`config.mk`:
```
export PLATFORM = sky130hd
export DESIGN_NAME = req_sync_bridge
export DESIGN_NICKNAME = d
export VERILOG_FILES = /design/src/rtl/req_sync_bridge.sv
export SDC_FILE = /design/constraint.sdc
export NUM_CORES = 1
export LEC_CHECK = 0
export BUFFER_PORTS_ARGS = -buffer_cell sky130_fd_sc_hd__buf_2
export CORE_MARGIN = 3
export CORE_UTILIZATION = 48
export DETAILED_ROUTE_END_ITERATION = 12
export PLACE_DENSITY = 0.75
export SETUP_SLACK_MARGIN = 0.2
export SYNTH_ARGS = -nofsm -noshare
export SYNTH_HDL_FRONTEND = slang
export SYNTH_SLANG_ARGS = --single-unit
```
`constraint.sdc`:
```
create_clock -name clk -period 2.6 [get_ports clk]
set_input_delay 0.52 -clock clk [delete_from_list [all_inputs] [get_ports clk]]
set_output_delay 0.52 -clock clk [all_outputs]
set_load 0.01 [all_outputs]
```
`src/rtl/req_sync_bridge.sv`:
```
// req_sync_bridge: synchronises a 2-phase request, buffers bundled data in a 2-entry FIFO, acks and presents valid/ready
module req_sync_bridge #(
   parameter int DATA_WIDTH  = 32,
   parameter int SYNC_STAGES = 2
) (
   input  logic                  clk,
   input  logic                  rst,
   input  logic                  inR,
   input  logic [DATA_WIDTH-1:0] i_data,
   output logic                  inA,
   output logic                  o_valid,
   output logic [DATA_WIDTH-1:0] o_data,
   input  logic                  o_ready,
   output logic                  o_full
);
   logic [SYNC_STAGES-1:0] syncR;
   logic [DATA_WIDTH-1:0]  mem [2];
   logic                   wrPtr, rdPtr;
   logic [1:0]             count;
   logic                   reqS, accept, pop;
   assign reqS    = syncR[SYNC_STAGES-1];
   assign o_valid = count != 2'd0;
   assign o_full  = count == 2'd2;
   assign o_data  = mem[rdPtr];
   // full is the registered value, so a pop never makes room for a same-cycle accept
   assign accept  = (reqS != inA) & ~o_full;
   assign pop     = o_valid & o_ready;
   always_ff @(posedge clk) begin
      if (rst) begin
         syncR  <= '0;
         inA    <= 1'b0;
         wrPtr  <= 1'b0;
         rdPtr  <= 1'b0;
         count  <= 2'd0;
         mem[0] <= '0;
         mem[1] <= '0;
      end else begin
         syncR <= {syncR[SYNC_STAGES-2:0], inR};
         if (accept) begin
            mem[wrPtr] <= i_data;
            inA        <= reqS;
            wrPtr      <= ~wrPtr;
         end
         if (pop) rdPtr <= ~rdPtr;
         count <= count + {1'b0, accept} - {1'b0, pop};
      end
   end
endmodule

```
==> metrics.md <==
| Metric | Value |
|---|---|
| Final setup fails | 0 |
| # port buffers | 70 |
| Worst setup EP type | output pin |
| Synth cell types | 23 |
| Peak Freq | 468.9 MHz |
| Post-route DRC | 0 |
| Reg clk slew, reported paths | 0.07 ns |
| Full die area | 0.007524 mm^2 |
| Yosys warns | 0 |
| H-tree depth | 3 |
| Post-Synthesis Cell Area | 0.003129 mm^2 |
| CTS Sinks | 72 |
| Critical Path Fanout Max | 18 |
| Vias/cell | approximately 4.8 |
| Pins Over Slew Limit | 0 |
| Fraction of layout cells with a size suffix above 1 | 0.4355 |
| VDD IR max | 0.0004500 V |
| Final WS setup | 0.4672 ns |
| Max-Cap Viols | 0 |
| DRT antenna net count | 0 |
| P_leak | 1.562 nW |
| Synth Register Bits | 72 |
| Drt initial violations | between 100 and 150 |
| Mapped Cells | 207 |
| Post-CTS Setup Bufs | 0 |
| Worst slack, placed | 0.4537 ns |
| Main synth FF type | edfxtp_1 |
| CP required | roughly 2.1 ns |
| Power Total | 0.002917 W |
| TritonCTS clock tree | built |
| Via count | around 1,800 |
| Hpwl dp | 3.521 mm |
| Synth async-reset ratio | 0 |
| Die X | roughly 87 um |
| Clk buf depth | 2 |
| # rows | 28 |
| Worst setup SP type | register |
| Setup TNS | 0 ns |
| RSZ-0062 raised after global routing | no |
| Mapped Nets | 245 |
| Largest cells by area after synthesis | edfxtp_1 61%, and2_1 13%, mux2_2 11% |
| Syn avg cell area | 15.12 um^2 |
| Hold Vio Cnt, Final | 0 |
| Dominant cell type by area after synthesis | edfxtp_1 |
| Inserted Diodes | 0 |
| GRT overflow | 0 |
| Skew final | 0.005636 ns |
| CP peak stage delay | 0.57 ns |
| WL/cell | 14.97 um |
| Slowest-stage cell, CP | dfxtp_2 |
| Total Routing Usage GR | 0.1570 |
| Post-CTS Resized | 0 |
| DRT Wirelength | 5.419 mm |
| Hold slack final | 0.4196 ns |
| CORE AREA | 0.006131 mm^2 |
| Root Driver | clkbuf_8 |
| CP Class | reg2out |
| Commonest cells post-synth | 65 x and2_1, 64 x edfxtp_1, 30 x mux2_2 |
| Final nets | 320 |
| Worst path top cell family by delay | flip-flops |
| Relative slew margins | 0.4489 |
| Vias in the first global route | 1,839 |
| Drt pass-1 iters | 4 |
| Die span in y | 86.74 um |
| First-pass GRT wire length | around 9 mm |
| Critical path arrival | 1.61 ns |
| PD cells | 783.5 mW/mm^2 |
| Area grow syn2layout | 18.99% |
| Status | finished clean |
| Most common cell in the netlist | and2_1 |
| Clk_lat worst skew | 0.33 ns |
| Hold_buf cts | 0 |
| Final Cycle Share | 0.8203 |
| GP Congestion | 0.6859 |
| Post-synth EDFFs | 64 |
| I/O Pins | 71 |
| Worst min path class | in2reg |
| Worst-Margin Slew | 0.8266 ns |
| CP cell instances | buf_12 -> mux2_2 -> buf_2 |
| Share of the synthesized area in the top cell type | 0.6142 |
| Sequential fraction of the synthesis area | 0.6653 |
| CTS Buf Count | 9 |
| Largest net degree at the start of global routing | 33 |
| CP bufs+invs | 2 |
| Starting Density | 0.5104 |
| Initial antenna violation count | 0 |
| Period minus WS final | 2.133 ns |
[report_power, final]
part / internal, W / switching, W
Sequential: 0.00139 / 0.0000814
Clock: 0.000341 / 0.000383
Combinational: 0.000380 / 0.000345
Total: 0.00211 / 0.000809
[layout by cell type, fill, tap and decap left out]
master and n:
and2_1 65, buf_12 1, buf_2 70, buf_4 5, clkbuf_1 3, clkbuf_8 9
clkinv_1 1, clkinv_2 2, clkinvlp_4 1, dfxtp_1 7, dfxtp_2 1, edfxtp_1 64
ha_1 2, inv_1 2, mux2_1 2, mux2_2 30, mux2i_1 1, nand2b_1 1
nor2_1 5, nor2b_1 3, nor2b_4 1, nor3_1 1, nor3_4 1, nor4_4 1
o21a_1 1, o21bai_1 1, o21bai_4 1, or2_2 2, xnor2_1 2, xor2_1 1
[layer usage]
layer	wire length, um	share of wire	GRT usage
met1	2249	0.42	0.1828
met2	2886	0.53	0.2733
met3	229	0.042	0.03707
met4	55	0.010	0.07224
met5	0	0	0
[worst paths after layout]
| check | from | endpoint | slack, ns | depth (start not counted) |
|---|---|---|---|---|
| worst max-delay path | register | o_data[31] | 0.47 | 3 |
| worst min register to register | syncR[0]$_SDFF_PP0_ | syncR[1]$_SDFF_PP0_ | 0.45 | 1 |
| worst min-delay path | inR | syncR[0]$_SDFF_PP0_ | 0.42 | 2 |
| worst max register to register | syncR[1]$_SDFF_PP0_ | count[1]$_SDFF_PP0_ | 0.66 | 9 |
[metrics by stage]
step / utilization / area, um^2 / std cells
after detailed placement: 0.5818 / 3567 / 346
final: 0.6073 / 3724 / 362
after CTS: 0.6073 / 3724 / 362
after floorplan: - / 3133 / 207
after global placement: 0.5818 / 3567 / 346
after global routing: 0.6073 / 3724 / 362
[state kept, by name, indices dropped and copies added, names as in the netlist, named ones only]
name	cells
mem	64
count	2
syncR	2
inA	1
rdPtr	1
wrPtr	1
[cell families after synthesis]
group,synth area share
flops,0.6653
buf+inv,0.02879
mux,0.1184
compound gates,0.007197
xor+xnor,0.008398
fa+ha+maj,0.007996
simple gates,0.1639
[layout make-up]
cell class / instances / area (um^2)
fill: 512 / 2407
tap: 75 / 93.84
clock inverter: 4 / 21.27
timing repair buffer: 76 / 407.9
sequential: 72 / 2083
inverter: 2 / 7.507
clock buffer: 12 / 135.1
multi-input combinational: 121 / 974.7
(Power assumes the default switching activity.)
